**src/rtl/fp_rnd_pack.sv**
```systemverilog
// -----------------------------------------------------------------------------
// fp_pkg + fp_rnd_pack
//
// Purpose
//   Rounding / packing back end shared by the FPU arithmetic units. It takes an
//   unrounded result with guard (g) and sticky (s) bits and applies the
//   selected IEEE-754 rounding mode. It detects overflow and underflow, packs
//   the final encoding and produces the RISC-V fflags. Two valid/ready
//   pipeline stages sit between the arithmetic units and FPU writeback.
//
// Ports
//   clk_i        in   clock, rising-edge active
//   rst_ni       in   asynchronous active-low reset
//   flush_i      in   synchronous kill of every in-flight entry
//   in_valid_i   in   urnd_i / rnd_mode_i valid
//   in_ready_o   out  block can accept this cycle
//   urnd_i       in   uround_res_t: u_result, rs={g,s}, round_en, invalid, exp_cout
//   rnd_mode_i   in   000 RNE, 001 RTZ, 010 RDN, 011 RUP, 100 RMM, others RNE
//   out_valid_o  out  result_o / fflags_o valid
//   out_ready_i  in   downstream accepts
//   result_o     out  rounded, packed result (FP_WIDTH bits)
//   fflags_o     out  {NV,DZ,OF,UF,NX}; DZ is always 0
// -----------------------------------------------------------------------------
package fp_pkg;

    typedef enum logic [1:0] {FP32, FP64, FP16, BF16} fp_format_e;

    // Widest encoding carried on the unrounded-result bus.
    localparam int unsigned UR_W = 64;

    function automatic int unsigned exp_bits(input fp_format_e fmt);
        case (fmt)
            FP64:    return 11;
            FP16:    return 5;
            BF16:    return 8;
            default: return 8;
        endcase
    endfunction

    function automatic int unsigned man_bits(input fp_format_e fmt);
        case (fmt)
            FP64:    return 52;
            FP16:    return 10;
            BF16:    return 7;
            default: return 23;
        endcase
    endfunction

    function automatic int unsigned fp_width(input fp_format_e fmt);
        return 1 + exp_bits(fmt) + man_bits(fmt);
    endfunction

    // u_result holds {sign, exp, mant} right-aligned; bits above the format
    // width are ignored by the consumer.
    typedef struct packed {
        logic [UR_W-1:0] u_result;
        logic [1:0]      rs;        // {guard, sticky}
        logic            round_en;
        logic            invalid;
        logic [1:0]      exp_cout;  // 01: exponent already overflowed, 1x: underflowed
    } uround_res_t;

endpackage

module fp_rnd_pack
    import fp_pkg::*;
#(
    parameter fp_format_e FP_FORMAT = FP32
) (
    input  logic                               clk_i,
    input  logic                               rst_ni,
    input  logic                               flush_i,
    input  logic                               in_valid_i,
    output logic                               in_ready_o,
    input  uround_res_t                        urnd_i,
    input  logic [2:0]                         rnd_mode_i,
    output logic                               out_valid_o,
    input  logic                               out_ready_i,
    output logic [fp_width(FP_FORMAT)-1:0]     result_o,
    output logic [4:0]                         fflags_o
);

    localparam int unsigned EW = exp_bits(FP_FORMAT);
    localparam int unsigned MW = man_bits(FP_FORMAT);
    localparam int unsigned FW = 1 + EW + MW;

    localparam logic [2:0] RM_RTZ = 3'b001;
    localparam logic [2:0] RM_RDN = 3'b010;
    localparam logic [2:0] RM_RUP = 3'b011;
    localparam logic [2:0] RM_RMM = 3'b100;

    localparam logic [4:0] FL_OF = 5'b00101;   // OF + NX
    localparam logic [4:0] FL_UF = 5'b00011;   // UF + NX

    // Increment decision; unlisted encodings fall through to RNE.
    function automatic logic f_round_inc(input logic [2:0] mode, input logic sign,
                                         input logic lsb, input logic g, input logic s);
        case (mode)
            RM_RTZ:  return 1'b0;
            RM_RDN:  return sign & (g | s);
            RM_RUP:  return ~sign & (g | s);
            RM_RMM:  return g;
            default: return g & (s | lsb);
        endcase
    endfunction

    // Saturation value on overflow: infinity when the mode rounds toward the
    // result's own infinity, largest finite magnitude otherwise.
    function automatic logic [FW-1:0] f_ovf_value(input logic [2:0] mode, input logic sign);
        logic to_inf;
        case (mode)
            RM_RTZ:  to_inf = 1'b0;
            RM_RDN:  to_inf = sign;
            RM_RUP:  to_inf = ~sign;
            default: to_inf = 1'b1;
        endcase
        if (to_inf)
            return {sign, {EW{1'b1}}, {MW{1'b0}}};
        return {sign, {(EW-1){1'b1}}, 1'b0, {MW{1'b1}}};
    endfunction

    // ------------------------------------------------------------------
    // Handshake / advance control
    // ------------------------------------------------------------------
    logic r_s1_valid;
    logic r_s2_valid;
    logic w_s2_load;
    logic w_s1_load;

    assign w_s2_load   = ~r_s2_valid | out_ready_i;
    assign w_s1_load   = ~r_s1_valid | w_s2_load;
    // A flush empties both stages, so the offered word is taken (and dropped).
    assign in_ready_o  = flush_i | w_s1_load;
    assign out_valid_o = r_s2_valid;

    // ------------------------------------------------------------------
    // Stage 1: register operands and decide the increment
    // ------------------------------------------------------------------
    logic [FW-1:0] r_s1_res;
    logic [1:0]    r_s1_rs;
    logic          r_s1_ren;
    logic          r_s1_inv;
    logic [1:0]    r_s1_cout;
    logic [2:0]    r_s1_mode;
    logic          r_s1_inc;

    always_ff @(posedge clk_i or negedge rst_ni) begin
        if (!rst_ni)
            r_s1_valid <= 1'b0;
        else if (flush_i)
            r_s1_valid <= 1'b0;
        else if (w_s1_load)
            r_s1_valid <= in_valid_i;
    end

    always_ff @(posedge clk_i) begin
        if (w_s1_load && in_valid_i && !flush_i) begin
            r_s1_res  <= urnd_i.u_result[FW-1:0];
            r_s1_rs   <= urnd_i.rs;
            r_s1_ren  <= urnd_i.round_en;
            r_s1_inv  <= urnd_i.invalid;
            r_s1_cout <= urnd_i.exp_cout;
            r_s1_mode <= rnd_mode_i;
            r_s1_inc  <= urnd_i.round_en &
                         f_round_inc(rnd_mode_i, urnd_i.u_result[FW-1], urnd_i.u_result[0],
                                     urnd_i.rs[1], urnd_i.rs[0]);
        end
    end

    generate
        if (FW < UR_W) begin : g_unused_hi
            logic w_unused_hi;
            assign w_unused_hi = ^urnd_i.u_result[UR_W-1:FW];
        end
    endgenerate

    // ------------------------------------------------------------------
    // Stage 2: apply increment, classify, pack
    // ------------------------------------------------------------------
    logic          w_sign;
    logic [FW-2:0] w_mag;
    logic [FW-2:0] w_sum;
    logic [FW-2:0] w_probe;
    logic          w_uf;
    logic          w_of;
    logic [FW-1:0] w_res;
    logic [4:0]    w_flags;

    assign w_sign = r_s1_res[FW-1];
    assign w_mag  = r_s1_res[FW-2:0];
    // Exp and mant form one field, so a mantissa carry ripples into the exponent.
    assign w_sum  = w_mag + {{(FW-2){1'b0}}, r_s1_inc};
    // A guard bit at the top of the range counts as overflow in every mode,
    // so RTZ/RDN/RUP still flag OF when they saturate to max finite.
    assign w_probe = w_mag + {{(FW-2){1'b0}}, r_s1_inc | r_s1_rs[1]};
    assign w_uf    = r_s1_cout[1] | (r_s1_res[FW-2 -: EW] == '0);
    assign w_of    = (r_s1_cout == 2'b01) | (&w_probe[FW-2 -: EW]);

    always_comb begin
        w_res   = {w_sign, w_sum};
        w_flags = {4'b0000, |r_s1_rs};
        if (!r_s1_ren) begin
            w_res   = r_s1_res;
            w_flags = {r_s1_inv, 4'b0000};
        end else if (w_uf) begin
            w_res   = {w_sign, {(FW-1){1'b0}}};
            w_flags = FL_UF;
        end else if (w_of) begin
            w_res   = f_ovf_value(r_s1_mode, w_sign);
            w_flags = FL_OF;
        end
    end

    logic [FW-1:0] r_result;
    logic [4:0]    r_fflags;

    always_ff @(posedge clk_i or negedge rst_ni) begin
        if (!rst_ni) begin
            r_s2_valid <= 1'b0;
            r_result   <= '0;
            r_fflags   <= '0;
        end else begin
            if (flush_i)
                r_s2_valid <= 1'b0;
            else if (w_s2_load)
                r_s2_valid <= r_s1_valid;
            // Output payload only moves when a real entry advances, which keeps
            // it stable under backpressure.
            if (w_s2_load && r_s1_valid && !flush_i) begin
                r_result <= w_res;
                r_fflags <= w_flags;
            end
        end
    end

    assign result_o = r_result;
    assign fflags_o = r_fflags;

endmodule
```
**config.mk**
```make
export PLATFORM = sky130hd
export DESIGN_NAME = fp_rnd_pack
export DESIGN_NICKNAME = d
export VERILOG_FILES = /design/src/rtl/fp_rnd_pack.sv
export SDC_FILE = /design/constraint.sdc
export NUM_CORES = 1
export LEC_CHECK = 0
export CAP_MARGIN = 20
export CORE_ASPECT_RATIO = 1.75
export CORE_MARGIN = 3
export CORE_UTILIZATION = 48
export CTS_CLUSTER_DIAMETER = 80
export DETAILED_ROUTE_END_ITERATION = 12
export PLACE_DENSITY_LB_ADDON = 0.08
export RECOVER_POWER = 50
export SLEW_MARGIN = 20
export SYNTH_ARGS = -nofsm -noshare
export SYNTH_HDL_FRONTEND = slang
export SYNTH_SLANG_ARGS = --single-unit
export TNS_END_PERCENT = 50
```
**constraint.sdc**
```tcl
create_clock -name clk_i -period 4.05 [get_ports clk_i]
set_input_delay 0.81 -clock clk_i [delete_from_list [all_inputs] [get_ports clk_i]]
set_output_delay 0.81 -clock clk_i [all_outputs]
set_load 0.05 [all_outputs]
```
---- After elaboration in Yosys (flattened, before gate mapping) ----
Cells that the tools add are included.
word-level totals
  register bits ........................... 81
  latch bits .............................. 0
  bits in writable memories ............... 0
  bits in read-only memories .............. 0
  input bits .............................. 78
  output and inout bits ................... 39
  logic and storage cells ................. 69
  memories kept ........................... 0
cells by class
  $add $sub $neg .......................... 2
  multiply operators ...................... 0
  divide/modulo/power cells ............... 0
  magnitude comparators ................... 0
  equality and inequality tests ........... 8
  shift-type cells ........................ 0
  multiplexer cells ....................... 22
  bitwise operators ....................... 16
  reductions and logical operators ........ 10
operator list
  kind                  number
  $mux W32              5
  $add A31 B1 Y31       2
  $eq A3 B2 Y1 const B  4
  $mux W1               12
  $logic_not A8 Y1      1
  $or A1 B1 Y1          8
  $reduce_and A8 Y1     1
  $eq A3 B1 Y1 const B  2
  $mux W3               2
  $mux W5               1
  $and A1 B1 Y1         4
  $logic_and A1 B1 Y1   4
  $not A1 Y1            4
  $pmux W1 S4           1
  $reduce_bool A2 Y1    2
  $eq A3 B3 Y1 const B  1
  $pmux W1 S3           1
  $eq A2 B1 Y1 const B  1
  $reduce_or A2 Y1      1
  $logic_not A1 Y1      1

---- Longest topological paths before layout ----
  word-level depth ........................ 15
  depth in mapped cells ................... 9
  mapped depth without buffers ............ 9

---- Worst setup path after synthesis ----
Ideal clock, no wire load.
  path kind ............................... input-to-reg
  from .................................... input port flush_i
  to ...................................... register r_s1_cout[0], enable pin
  library setup time ...................... 456 ps
  data arrival time ....................... 3026 ps
  data required time ...................... 3594 ps
  setup slack ............................. 569 ps
  stages .................................. 2
  path buffers ............................ 0
  cells stage by stage .................... nand2b_1 a21oi_1
between the ends
  word-level cells in the longest chain between the ends .. 2
ends and longest elaborated chain
  what                  line  source
  from (decl)           72    input logic flush_i,
  $logic_not A1 Y1      157   if (w_s1_load && in_valid_i && !flush_i) begin
  $logic_and A1 B1 Y1   157
  to (signal assigned)  162   r_s1_cout <= urnd_i.exp_cout;
  to (decl)             143   logic [1:0] r_s1_cout;
Every way passes these cells.
A chain may end at the register's enable or synchronous reset.

---- Worst setup path in the final report ----
  from .................................... input port flush_i
  to ...................................... register r_s1_res[10], enable pin
between the ends
  word-level cells in the longest chain between the ends .. 2
ends and longest elaborated chain
  what                  line  source
  $logic_not A1 Y1      157
  $logic_and A1 B1 Y1   157
  to (signal assigned)  158   r_s1_res <= urnd_i.u_result[FW-1:0];
  to (decl)             139   logic [FW-1:0] r_s1_res;
Every way passes these cells.

==> qor.csv <==
metric,value,unit
R2R setup slack,1.27,ns
#FFs+latches synth,80,
Hold Path End,result_o[30]$_DFFE_PN0P_,
total number of vias,3097,
post-route setup TNS,0,ns
clock latency on the worst-skew pair,0.33,ns
yosys warns,0,
CTS tree,built,
Slew @ Worst Pin,2.28,ns
Post-Route WL,9170,um
global-route wire length before repair,15100,um
Final period util,84.9,%
Max Cap Viol,2,
LEAKAGE,1.94,nW
CP max stage cell,clkbuf_1,
ys async rst share,47.5,%
largest net degree at the start of global routing,45,
R2R Path End,r_s1_res[10]$_DFFE_PP_,
Area Growth Syn to Fin,28.8,%
"leading cell types in the layout, fill and taps excluded","dlygate4sd3_1 (43), edfxtp_1 (42), nor2_1 (40), clkdlybuf4s50_1 (39), dfrtp_1 (38)",
Hold/Removal Path Class,register to register,
PortBufs,83,
CTS resizes,0,
cell area after synthesis,4000,um^2
Initial DRC Count,116,
Worst Path Required,3.96,ns
worst-path fanout max,42,
hold depth,2,
cells after synthesis,367,
largest stage delay on the critical path,1.63,ns
Worst Skew,0.00439,ns
total chip power,2.34,mW
synth top area cells,"edfxtp_1 (32%), dfrtp_1 (24%), nor3b_1 (4.7%)",
hpwl dp,6360,um
outcome,finished with violations,
failing checks,"capacitance limit, slew limit",
vias per cell,5.74,
slew margin rel.,-51.7,%
Slew Limit Fails,82,
"commonest non-fill, non-tap cell in the layout",dlygate4sd3_1,
Core ar.,8020,um^2
"Distinct cells, synth",55,
Total Nets Final,525,
Die Span Y,127,um
global route overflow,0,
First-pass DRT Iterations,5,
antenna-violating nets left,0,
Setup-failing EPs final,0,
H-tree depth,3,
number of flops mapped to enable cells by yosys,42,
sequential cell area fraction in the yosys report,55.3,%
WP data arrival,3.34,ns
GRT Overall Usage,21.0,%
die area,9510,um^2
R2R Path Start,out_valid_o$_DFFE_PN0P_,
ant diodes,0,
unrepaired setup endpoints after global routing,no,
DRC,0,
Max Clock Freq,291,MHz
clock net sink count,80,
Most used DFF post-synth,edfxtp_1,
Wirelength per Cell,17.0,um
top cell type's share of synthesized area,31.5,%
critical path cell sequence,"dlygate4sd3_1, nand2b_1, a21oi_4, clkbuf_1",
largest area contributor in the netlist,edfxtp_1,
R2R depth,3,
postcts setup bufs,0,
Worst setup SP type,primary input,
"Hold Vio Cnt, Final",0,
Power Dens Cells,454,nW/um^2
Max rail drop VDD,311,uV
initial antenna violation count,0,
CP Capture Type,register,
min Tclk post-route,3.44,ns
critical path class,primary input to register,
Chip Width,75.0,um
I/O pin count,117,
HP Start,result_o[30]$_DFFE_PN0P_,
synthesized area per cell,10.9,um^2
GPL Wtd Cong,0.788,
vias in the first global route,3119,
FP Rows,43,
CTS root buffer,clkbuf_16,
CTS Hold Bufs,0,
Clock Pin Slew Worst Setup and Hold Paths,0.06,ns
total CTS buffers,9,
Max clock buf depth,2,
Initial Util,49.9,%
fraction of layout instances using a drive strength above 1,11.6,%
syn_nets,447,
-- worst max-delay path, delay by kind of cell --
family	cells	cell delay (ns)
buffers and inverters	2	2.20
and+or+nand+nor	1	0.20
AOI/OAI and AO/OA	1	0.12
-- cells by family after synthesis --
kind of cell | count (synthesis) | share of synthesized area [%]
AO/OA/AOI/OAI | 87 | 15.0
flip-flops | 80 | 55.3
multiplexers | 5 | 1.31
other | 1 | 0.0937
adder cells (fa/ha/maj) | 2 | 0.625
buffers and inverters | 27 | 3.60
AND/OR/NAND/NOR | 143 | 19.3
XOR/XNOR | 22 | 4.82
-- power breakdown --
group	total, mW	switching (mW)	internal [mW]	leakage, nW
Combinational	0.548	0.351	0.197	0.917
Sequential	1.00	0.0591	0.945	0.882
Clock	0.789	0.299	0.490	0.144
-- area by class of cell --
cell class	instances	area (um^2)
clock inverter	4	43.8
inverter	6	22.5
fill	661	2860
clock buffer	12	246
sequential	80	2210
timing repair buffer	88	858
multi-input combinational	260	1660
tap	90	113
-- flip-flops by register name, indices dropped and copies added (netlist names) --
name         flops
fflags_o         4
out_valid_o      1
r_s1_cout        2
r_s1_inc         1
r_s1_inv         1
r_s1_mode        3
r_s1_ren         1
r_s1_res        32
r_s1_rs          2
r_s1_valid       1
result_o        32
-- how the worst max path moves through the flow --
stage | start | to | slack [ns] | cells after the start
after floorplan | flush_i | r_s1_cout[0]$_DFFE_PP_ | 0.57 | 2
final | flush_i | r_s1_res[10]$_DFFE_PP_ | 0.61 | 4
after detailed placement | out_ready_i | in_ready_o | 0.82 | 4
after CTS | out_ready_i | in_ready_o | 0.80 | 4
after global placement | out_ready_i | in_ready_o | 0.87 | 4
after global routing | flush_i | r_s1_inv$_DFFE_PP_ | 0.39 | 4
-- cells in the mapped netlist, types with 3 or more instances --
cell and instances:
nor3_1 5, nand2b_1 4, nand3_1 12, and3_1 7, o21ai_2 20, nor4_1 6, o31ai_1 3, nand2_1 26
o21ai_0 15, buf_2 4, nor2_1 40, nor3b_1 25, inv_1 5, buf_6 3, xnor2_1 14, xor2_1 8
edfxtp_1 42, mux2i_1 3, a21oi_1 29, clkbuf_1 10, dfrtp_1 38, nand4_1 5
-- metrics by stage --
| step | worst slack [ns] | std cells | hold WS [ns] | utilization, % | cell area, um^2 |
|---|---|---|---|---|---|
| 5_1_grt | 0.387 | 540 | 0.504 | 64.3 | 5150 |
| 3_5_place_dp | 0.819 | 524 | 0.470 | 60.7 | 4870 |
| 4_1_cts | 0.804 | 540 | 0.482 | 64.3 | 5160 |
| 3_3_place_gp | 0.868 | 524 | 0.463 | 60.7 | 4870 |
| 6_report | 0.613 | 540 | 0.474 | 64.3 | 5150 |
| 2_1_floorplan | 0.569 | 367 | 0.473 | - | 4000 |
-- layer usage --
| metal | global-route usage [%] | vias to the layer above | part of all wire (%) |
|---|---|---|---|
| met5 | 0 | - | 0 |
| met3 | 5.08 | 19 | 3.0 |
| met4 | 9.64 | 0 | 2.7 |
| met1 | 23.9 | 1516 | 38 |
| li1 | - | 1492 | - |
| met2 | 35.7 | 70 | 56 |
Power figures use the tool's default switching activity.
